`src/rtl/lcd_scanout_if.sv`:
```
// Bus between the scan-out engine and its surroundings: frame-store read port,
// palette/border write ports, LCD enable and the registered video outputs.
interface lcd_scanout_if #(
  parameter int PAL_BITS = 2,
  parameter int ADDR_W   = 15
);
  logic [ADDR_W-1:0]   fb_addr;
  logic [PAL_BITS+1:0] fb_data;
  logic                lcd_on;
  logic                pal_we;
  logic [PAL_BITS+1:0] pal_addr;
  logic [14:0]         pal_wdata;
  logic                border_we;
  logic [14:0]         border_wdata;
  logic [7:0]          r;
  logic [7:0]          g;
  logic [7:0]          b;
  logic                de;
  logic                hs;
  logic                vs;
  logic                frame_start;

  modport master (
    output fb_addr, r, g, b, de, hs, vs, frame_start,
    input  fb_data, lcd_on, pal_we, pal_addr, pal_wdata, border_we, border_wdata
  );

  modport slave (
    input  fb_addr, r, g, b, de, hs, vs, frame_start,
    output fb_data, lcd_on, pal_we, pal_addr, pal_wdata, border_we, border_wdata
  );
endinterface

```
`src/rtl/lcd_scanout.sv`:
```
// Video timing generator that scales and centres a pixel-ID frame store,
// maps IDs through an RGB555 palette and drives RGB888 plus syncs.
module lcd_scanout #(
  parameter int SRC_W    = 160,
  parameter int SRC_H    = 144,
  parameter int SCALE    = 3,
  parameter int H_ACTIVE = 640,
  parameter int H_FP     = 16,
  parameter int H_SYNC   = 96,
  parameter int H_BP     = 48,
  parameter int V_ACTIVE = 480,
  parameter int V_FP     = 10,
  parameter int V_SYNC   = 2,
  parameter int V_BP     = 33,
  parameter bit SYNC_POL = 1'b0,
  parameter int PAL_BITS = 2,
  parameter int ADDR_W   = 15
) (
  input  logic          clock25,
  input  logic          resetn,
  lcd_scanout_if.master bus
);
  localparam int H_TOTAL = H_ACTIVE + H_FP + H_SYNC + H_BP;
  localparam int V_TOTAL = V_ACTIVE + V_FP + V_SYNC + V_BP;
  localparam int HW      = $clog2(H_TOTAL);
  localparam int VW      = $clog2(V_TOTAL);
  localparam int SXW     = $clog2(SRC_W + 1);
  localparam int SYW     = $clog2(SRC_H + 1);
  localparam int PW      = $clog2(SCALE + 1);
  localparam int NPAL    = 1 << (PAL_BITS + 2);
  localparam int X_OFF   = (H_ACTIVE - SRC_W * SCALE) / 2;
  localparam int Y_OFF   = (V_ACTIVE - SRC_H * SCALE) / 2;

  localparam logic [HW-1:0]  H_LAST  = HW'(H_TOTAL - 1);
  localparam logic [HW-1:0]  H_ACT   = HW'(H_ACTIVE);
  localparam logic [HW-1:0]  HS_BEG  = HW'(H_ACTIVE + H_FP);
  localparam logic [HW-1:0]  HS_END  = HW'(H_ACTIVE + H_FP + H_SYNC);
  localparam logic [HW-1:0]  X_BEG   = HW'(X_OFF);
  localparam logic [HW-1:0]  X_END   = HW'(X_OFF + SRC_W * SCALE);
  localparam logic [VW-1:0]  V_LAST  = VW'(V_TOTAL - 1);
  localparam logic [VW-1:0]  V_ACT   = VW'(V_ACTIVE);
  localparam logic [VW-1:0]  VS_BEG  = VW'(V_ACTIVE + V_FP);
  localparam logic [VW-1:0]  VS_END  = VW'(V_ACTIVE + V_FP + V_SYNC);
  localparam logic [VW-1:0]  Y_BEG   = VW'(Y_OFF);
  localparam logic [VW-1:0]  Y_END   = VW'(Y_OFF + SRC_H * SCALE);
  localparam logic [SXW-1:0] SX_LAST = SXW'(SRC_W - 1);
  localparam logic [SYW-1:0] SY_LAST = SYW'(SRC_H - 1);
  localparam logic [PW-1:0]  PH_LAST = PW'(SCALE - 1);

  function automatic logic [14:0] def_colour(input logic [1:0] shade);
    case (shade)
      2'd0:    return 15'h67fd;
      2'd1:    return 15'h4b55;
      2'd2:    return 15'h3a2a;
      default: return 15'h1ca2;
    endcase
  endfunction

  logic [HW-1:0]     hc_q, hc_d;
  logic [VW-1:0]     vc_q, vc_d;
  logic [SXW-1:0]    sx_q, sx_d;
  logic [SYW-1:0]    sy_q, sy_d;
  logic [PW-1:0]     xph_q, xph_d;
  logic [PW-1:0]     yph_q, yph_d;
  logic [ADDR_W-1:0] fb_addr_q, fb_addr_d;
  logic [2:0]        de_sr_q, de_sr_d;
  logic [2:0]        hs_sr_q, hs_sr_d;
  logic [2:0]        vs_sr_q, vs_sr_d;
  logic [2:0]        fs_sr_q, fs_sr_d;
  logic [1:0]        win_sr_q, win_sr_d;
  logic [23:0]       rgb_q, rgb_d;
  logic [14:0]       border_q, border_d;
  logic [14:0]       pal_q [NPAL];
  logic [14:0]       pal_d [NPAL];
  logic              win, act, hs_on, vs_on;
  logic [14:0]       col;

  always_comb begin
    hc_d = hc_q + 1'b1;
    vc_d = vc_q;
    if (hc_q == H_LAST) begin
      hc_d = '0;
      vc_d = (vc_q == V_LAST) ? '0 : vc_q + 1'b1;
    end

    win   = (hc_q >= X_BEG) && (hc_q < X_END) && (vc_q >= Y_BEG) && (vc_q < Y_END);
    act   = (hc_q < H_ACT) && (vc_q < V_ACT);
    hs_on = (hc_q >= HS_BEG) && (hc_q < HS_END);
    vs_on = (vc_q >= VS_BEG) && (vc_q < VS_END);

    // Source x restarts at the window's left edge; clamps so it never runs past the last column.
    sx_d  = sx_q;
    xph_d = xph_q;
    if (hc_d == X_BEG) begin
      sx_d  = '0;
      xph_d = '0;
    end else if (win) begin
      if (xph_q == PH_LAST) begin
        xph_d = '0;
        if (sx_q != SX_LAST) sx_d = sx_q + 1'b1;
      end else begin
        xph_d = xph_q + 1'b1;
      end
    end

    sy_d  = sy_q;
    yph_d = yph_q;
    if (hc_q == H_LAST) begin
      if (vc_d == Y_BEG) begin
        sy_d  = '0;
        yph_d = '0;
      end else if ((vc_q >= Y_BEG) && (vc_q < Y_END)) begin
        if (yph_q == PH_LAST) begin
          yph_d = '0;
          if (sy_q != SY_LAST) sy_d = sy_q + 1'b1;
        end else begin
          yph_d = yph_q + 1'b1;
        end
      end
    end

    fb_addr_d = ADDR_W'(sy_q) * ADDR_W'(SRC_W) + ADDR_W'(sx_q);

    de_sr_d  = {de_sr_q[1:0], act};
    hs_sr_d  = {hs_sr_q[1:0], hs_on ? SYNC_POL : ~SYNC_POL};
    vs_sr_d  = {vs_sr_q[1:0], vs_on ? SYNC_POL : ~SYNC_POL};
    fs_sr_d  = {fs_sr_q[1:0], (hc_q == '0) && (vc_q == '0)};
    win_sr_d = {win_sr_q[0], win};

    // Palette and border are read before this edge's writes land, so a
    // same-cycle write shows up from the next pixel.
    col = 15'h0000;
    if (de_sr_q[1]) begin
      if (!win_sr_q[1])     col = border_q;
      else if (!bus.lcd_on) col = 15'h7fff;
      else                  col = pal_q[bus.fb_data];
    end
    rgb_d = {col[4:0], col[4:2], col[9:5], col[9:7], col[14:10], col[14:12]};

    border_d = bus.border_we ? bus.border_wdata : border_q;
    pal_d    = pal_q;
    if (bus.pal_we) pal_d[bus.pal_addr] = bus.pal_wdata;
  end

  always_ff @(posedge clock25 or negedge resetn) begin
    if (!resetn) begin
      hc_q      <= '0;
      vc_q      <= '0;
      sx_q      <= '0;
      sy_q      <= '0;
      xph_q     <= '0;
      yph_q     <= '0;
      fb_addr_q <= '0;
      de_sr_q   <= '0;
      hs_sr_q   <= {3{~SYNC_POL}};
      vs_sr_q   <= {3{~SYNC_POL}};
      fs_sr_q   <= '0;
      win_sr_q  <= '0;
      rgb_q     <= '0;
      border_q  <= '0;
      for (int i = 0; i < NPAL; i++) pal_q[i] <= def_colour(2'(i));
    end else begin
      hc_q      <= hc_d;
      vc_q      <= vc_d;
      sx_q      <= sx_d;
      sy_q      <= sy_d;
      xph_q     <= xph_d;
      yph_q     <= yph_d;
      fb_addr_q <= fb_addr_d;
      de_sr_q   <= de_sr_d;
      hs_sr_q   <= hs_sr_d;
      vs_sr_q   <= vs_sr_d;
      fs_sr_q   <= fs_sr_d;
      win_sr_q  <= win_sr_d;
      rgb_q     <= rgb_d;
      border_q  <= border_d;
      pal_q     <= pal_d;
    end
  end

  assign bus.fb_addr     = fb_addr_q;
  assign bus.r           = rgb_q[23:16];
  assign bus.g           = rgb_q[15:8];
  assign bus.b           = rgb_q[7:0];
  assign bus.de          = de_sr_q[2];
  assign bus.hs          = hs_sr_q[2];
  assign bus.vs          = vs_sr_q[2];
  assign bus.frame_start = fs_sr_q[2];
endmodule

```
`src/flat_wrapper.sv`:
```
// flat-port wrapper written by rule: the top's interface ports become plain ports
module lcd_scanout_flat 
#(
  parameter int SRC_W    = 160,
  parameter int SRC_H    = 144,
  parameter int SCALE    = 3,
  parameter int H_ACTIVE = 640,
  parameter int H_FP     = 16,
  parameter int H_SYNC   = 96,
  parameter int H_BP     = 48,
  parameter int V_ACTIVE = 480,
  parameter int V_FP     = 10,
  parameter int V_SYNC   = 2,
  parameter int V_BP     = 33,
  parameter bit SYNC_POL = 1'b0,
  parameter int PAL_BITS = 2,
  parameter int ADDR_W   = 15
)
  (clock25, resetn, bus_fb_addr, bus_r, bus_g, bus_b, bus_de, bus_hs, bus_vs, bus_frame_start, bus_fb_data, bus_lcd_on, bus_pal_we, bus_pal_addr, bus_pal_wdata, bus_border_we, bus_border_wdata);
  lcd_scanout_if #(.PAL_BITS(PAL_BITS), .ADDR_W(ADDR_W)) bus_i ();
  input  logic clock25;
  input  logic resetn;
  output wire logic [$bits(bus_i.fb_addr)-1:0] bus_fb_addr;
  output wire logic [$bits(bus_i.r)-1:0] bus_r;
  output wire logic [$bits(bus_i.g)-1:0] bus_g;
  output wire logic [$bits(bus_i.b)-1:0] bus_b;
  output wire logic [$bits(bus_i.de)-1:0] bus_de;
  output wire logic [$bits(bus_i.hs)-1:0] bus_hs;
  output wire logic [$bits(bus_i.vs)-1:0] bus_vs;
  output wire logic [$bits(bus_i.frame_start)-1:0] bus_frame_start;
  input wire logic [$bits(bus_i.fb_data)-1:0] bus_fb_data;
  input wire logic [$bits(bus_i.lcd_on)-1:0] bus_lcd_on;
  input wire logic [$bits(bus_i.pal_we)-1:0] bus_pal_we;
  input wire logic [$bits(bus_i.pal_addr)-1:0] bus_pal_addr;
  input wire logic [$bits(bus_i.pal_wdata)-1:0] bus_pal_wdata;
  input wire logic [$bits(bus_i.border_we)-1:0] bus_border_we;
  input wire logic [$bits(bus_i.border_wdata)-1:0] bus_border_wdata;
  assign bus_fb_addr = bus_i.fb_addr;
  assign bus_r = bus_i.r;
  assign bus_g = bus_i.g;
  assign bus_b = bus_i.b;
  assign bus_de = bus_i.de;
  assign bus_hs = bus_i.hs;
  assign bus_vs = bus_i.vs;
  assign bus_frame_start = bus_i.frame_start;
  assign bus_i.fb_data = bus_fb_data;
  assign bus_i.lcd_on = bus_lcd_on;
  assign bus_i.pal_we = bus_pal_we;
  assign bus_i.pal_addr = bus_pal_addr;
  assign bus_i.pal_wdata = bus_pal_wdata;
  assign bus_i.border_we = bus_border_we;
  assign bus_i.border_wdata = bus_border_wdata;
  lcd_scanout #(.SRC_W(SRC_W), .SRC_H(SRC_H), .SCALE(SCALE), .H_ACTIVE(H_ACTIVE), .H_FP(H_FP), .H_SYNC(H_SYNC), .H_BP(H_BP), .V_ACTIVE(V_ACTIVE), .V_FP(V_FP), .V_SYNC(V_SYNC), .V_BP(V_BP), .SYNC_POL(SYNC_POL), .PAL_BITS(PAL_BITS), .ADDR_W(ADDR_W)) u_core (.clock25(clock25), .resetn(resetn), .bus(bus_i));
endmodule
```
`config.mk`:
```
export PLATFORM = sky130hd
export DESIGN_NAME = lcd_scanout_flat
export DESIGN_NICKNAME = d
export VERILOG_FILES = /design/src/rtl/lcd_scanout_if.sv /design/src/rtl/lcd_scanout.sv /design/src/flat_wrapper.sv
export SDC_FILE = /design/constraint.sdc
export NUM_CORES = 1
export LEC_CHECK = 0
export BUFFER_PORTS_ARGS = -buffer_cell sky130_fd_sc_hd__buf_2
export CAP_MARGIN = 20
export CORE_UTILIZATION = 40
export CTS_BUF_LIST = sky130_fd_sc_hd__clkbuf_4
export CTS_CLUSTER_SIZE = 40
export DETAILED_ROUTE_END_ITERATION = 7
export PLACE_DENSITY_LB_ADDON = 0.1
export SLEW_MARGIN = 0
export SYNTH_ARGS = -nofsm -noshare
export SYNTH_HDL_FRONTEND = slang
export SYNTH_SLANG_ARGS = --single-unit
```
`constraint.sdc`:
```
create_clock -name clock25 -period 2.9 [get_ports clock25]
set_clock_uncertainty 0.05 [all_clocks]
set_input_delay 0.145 -clock clock25 [delete_from_list [all_inputs] [get_ports clock25]]
set_output_delay 0.145 -clock clock25 [all_outputs]
set_load 0.1 [all_outputs]
```
==> run_results.csv <==
group,metric,value,unit
die,dieWidth,200.7,um
timing,setup_violations,0,
final_layout,most-common-layout-cells,"sky130_fd_sc_hd__mux2_2, sky130_fd_sc_hd__dfrtp_1, sky130_fd_sc_hd__clkbuf_4, sky130_fd_sc_hd__dfstp_2, sky130_fd_sc_hd__buf_2",
clock_tree,tritoncts,"done",
timing,setup_ws,154.7,ps
clock_tree,clock_insertion_delay_worst_skew,770,ps
critical_path,timing.critical_path.required,3470,ps
synth,mappedNetlistNets,1130,
synth,dominantRegCellSynth,"sky130_fd_sc_hd__dfrtp_1",
grt,number_of_antenna_violations_at_the_first_check_in_global_routing,4,
place,finalWeightedCongestion,0.7925,
critical_path,crit_path_max_incr_delay,570,ps
routing,wl_met2,18510,um
critical_path,cp.arrival,3320,ps
critical_path,crit_family,"simple AND/OR/NAND/NOR gates",
synth,yosys_register_bits,339,
routing,routed_wire_length_per_instance,19.97,um
routing,drt_pre_antenna_iters,4,
synth,number_of_cells_produced_by_synthesis,1063,
outcome,outcome,"complete, no violations",
critical_path,crit_path_max_fanout,10,
routing,vias_per_cell,5.221,
timing,fmax,364.3,MHz
die,effective_utilization_at_floorplan,40.68,%
die,die_height,200.7,um
final_layout,layout-drive-gt1-share,59.09,%
timing,worst_pin_slew,1129,ps
routing,routed-via-count,9732,
timing,grt_setup_unrepaired,"false",
timing,layout_worst_path_cycle_share,94.66,%
place,place.detailed.hpwl,22810,um
final_layout,final.fill_count,3475,
routing,drt-total-wl,37230,um
critical_path,crit_path_top_delay_cell,"sky130_fd_sc_hd__or4b_4",
min_path,min_path_type,"in2reg",
routing,number_of_routed_nets_with_antenna_violations,0,
synth,synth_area_leaders,"sky130_fd_sc_hd__dfrtp_1, sky130_fd_sc_hd__dfstp_2, sky130_fd_sc_hd__mux2_2",
timing,timing_hold_violations_final,0,
die,die-area,40280,sq um
clock_tree,cts_setup_buffers,0,
grt,global_route_wire_length_before_repair,59270,um
clock_tree,clk_path_buf_depth,3,
final_layout,layout.cells.most_common,"sky130_fd_sc_hd__mux2_2",
synth,async_reset_ff_share,100.0,%
critical_path,critPathBufInv,0,
flow_run,maximum_capacitance_violations,0,
final_layout,area_growth_from_synthesis_to_layout,19.30,%
critical_path,path_class,"reg2reg",
synth,synth_largest_area_cell,"sky130_fd_sc_hd__dfrtp_1",
critical_path,start_kind,"flip-flop",
synth,syn_area,15790,sq um
clock_tree,numClockSinks,339,
grt,grt_overflow,0,
critical_path,end_kind,"flip-flop",
synth,yosysTopAreaCellShare,31.85,%
critical_path,path_cells,"or4b_4, or3_1, nor3_4, xor2_2, nor4_4, o21ai_0",
pwr,irDropWorstVdd,330.9,uV
routing,dr_wl_met3,1424,um
place,pre_cts_ws,121.4,ps
synth,synth_edf_count,0,
grt,vias_in_the_first_global_route,10357,
timing,minimum_period_implied_by_the_final_worst_setup_slack,2745,ps
place,placement.io_buffers,85,
pwr,cellLeakagePower,8.025,nW
final_layout,nets_finish,1328,
grt,grt_usage,19.06,%
clock_tree,ctsHtreeMaxLevel,3,
timing,max-slew-margin-rel,24.72,%
routing,top_signal_layer_used,"met4",
die,core_area,38830,sq um
clock_tree,clk_pin_slew,70,ps
die,core.rowCount,72,
routing,detail_route.iter0.violations,381,
synth,synth_sequential_area_ratio,54.80,%
die,floorplan.io_pins,86,
synth,yosys_warnings,0,
pwr,pwr_density_cell,689.0,nW/um^2
clock_tree,cts_made_buffers,95,
timing,tns,0,ps
clock_tree,clk_root_buffer_cell,"sky130_fd_sc_hd__clkbuf_4",
timing,slew_viols_final,0,
synth,synth_area_per_cell,14.86,sq um
synth,ys_types,68,
routing,post-route-drc-count,0,
routing,drt-met1-wl,16600,um
grt,pin_count_of_the_biggest_net_entering_global_routing,82,
-- final timing paths --
| path | startpoint | cells after the start | slack [ps] | to |
|---|---|---|---|---|
| min in group asynchronous | resetn | 3 | 560 | u_core.pal_q[167] |
| hold reg to reg | u_core.de_sr_q[0] | 0 | 300 | u_core.de_sr_q[1] |
| setup reg to reg | u_core.hc_q[7] | 6 | 150 | u_core.sy_q[2] |
| hold / removal | bus_lcd_on | 3 | 170 | u_core.rgb_q[20] |
| max in group asynchronous | resetn | 4 | 1590 | u_core.pal_q[6] |
| setup / recovery | u_core.hc_q[7] | 6 | 150 | u_core.sy_q[2] |
-- sequential cells by signal, indices dropped and copies added (netlist names) --
name                cells
u_core.vs_sr_q          3
u_core.de_sr_q          3
u_core.hc_q            10
u_core.rgb_q           15
u_core.pal_q          240
u_core.sy_q             8
u_core.yph_q            2
u_core.fs_sr_q          3
u_core.win_sr_q         2
u_core.xph_q            2
u_core.hs_sr_q          3
u_core.bus.fb_addr     15
u_core.vc_q            10
u_core.sx_q             8
u_core.border_q        15
-- where the power goes --
group / internal (mW) / switching, mW / leakage [nW]
Sequential: 5.86 / 0.384 / 3.97
Combinational: 1.20 / 0.890 / 3.28
Clock: 2.60 / 2.05 / 0.775
-- layout make-up --
cell class | instances | area (sq um) | share of cell area, %
diodes | 4 | 10.01 | 0.05312
clock buffers | 149 | 1119 | 5.937
clock inverters | 29 | 201.4 | 1.069
inverters | 18 | 67.56 | 0.3586
multi-input cells | 619 | 6699 | 35.55
flip-flops and latches | 339 | 8656 | 45.94
well taps | 518 | 648.1 | 3.440
repair buffers | 188 | 1441 | 7.650
-- worst reg2reg max path: stages, from the launching register on --
cell and delay (ps):
sky130_fd_sc_hd__dfrtp_1 380, sky130_fd_sc_hd__or4b_4 570, sky130_fd_sc_hd__or3_1 500, sky130_fd_sc_hd__nor3_4 270
sky130_fd_sc_hd__xor2_2 110, sky130_fd_sc_hd__nor4_4 550, sky130_fd_sc_hd__o21ai_0 200
-- Yosys cell counts, types with 8 or more instances --
| library cell | count |
|---|---|
| sky130_fd_sc_hd__a21oi_1 | 9 |
| sky130_fd_sc_hd__buf_1 | 8 |
| sky130_fd_sc_hd__buf_4 | 9 |
| sky130_fd_sc_hd__clkbuf_1 | 63 |
| sky130_fd_sc_hd__dfrtp_1 | 201 |
| sky130_fd_sc_hd__dfstp_2 | 138 |
| sky130_fd_sc_hd__ha_1 | 22 |
| sky130_fd_sc_hd__inv_1 | 18 |
| sky130_fd_sc_hd__mux2_2 | 256 |
| sky130_fd_sc_hd__mux4_2 | 75 |
| sky130_fd_sc_hd__nand2_1 | 27 |
| sky130_fd_sc_hd__nand3_1 | 15 |
| sky130_fd_sc_hd__nand4_1 | 13 |
| sky130_fd_sc_hd__nor2_1 | 34 |
| sky130_fd_sc_hd__o21ai_0 | 23 |
| sky130_fd_sc_hd__o221a_2 | 15 |
| sky130_fd_sc_hd__o311ai_1 | 8 |
| sky130_fd_sc_hd__xnor2_1 | 17 |
| sky130_fd_sc_hd__xor2_1 | 11 |
-- cells by family after synthesis --
family / count (synthesis) / synth area share [%]
flops: 339 / 54.80
mux: 332 / 29.01
simple gates: 147 / 5.363
buf+inv: 105 / 2.923
compound gates: 87 / 4.246
xor+xnor: 29 / 1.656
fa+ha+maj: 24 / 1.996
-- per-stage QoR --
stage	area (sq um)	std cells	util, %	hold WS [ps]	power [mW]
6_report	18840	1864	48.53	167.0	12.98
2_1_floorplan	15790	1063	-	-200.6	7.774
3_5_place_dp	16920	1624	43.58	12.33	8.340
3_3_place_gp	16920	1624	43.58	10.93	8.282
5_1_grt	18840	1864	48.53	88.91	13.71
4_1_cts	18830	1860	48.50	90.68	13.22
-- layer usage --
layer,vias to the layer above,track usage (%)
met3,57,4.026
met2,185,31.52
li1,4421,-
met4,0,6.598
met1,5069,24.87
met5,-,0
-- repair_timing --
action                    4_1_cts  5_1_grt
resized for setup               0        0
hold buffers                   58        0
hold endpoints to repair      576        0
Power figures use the tool's default switching activity.
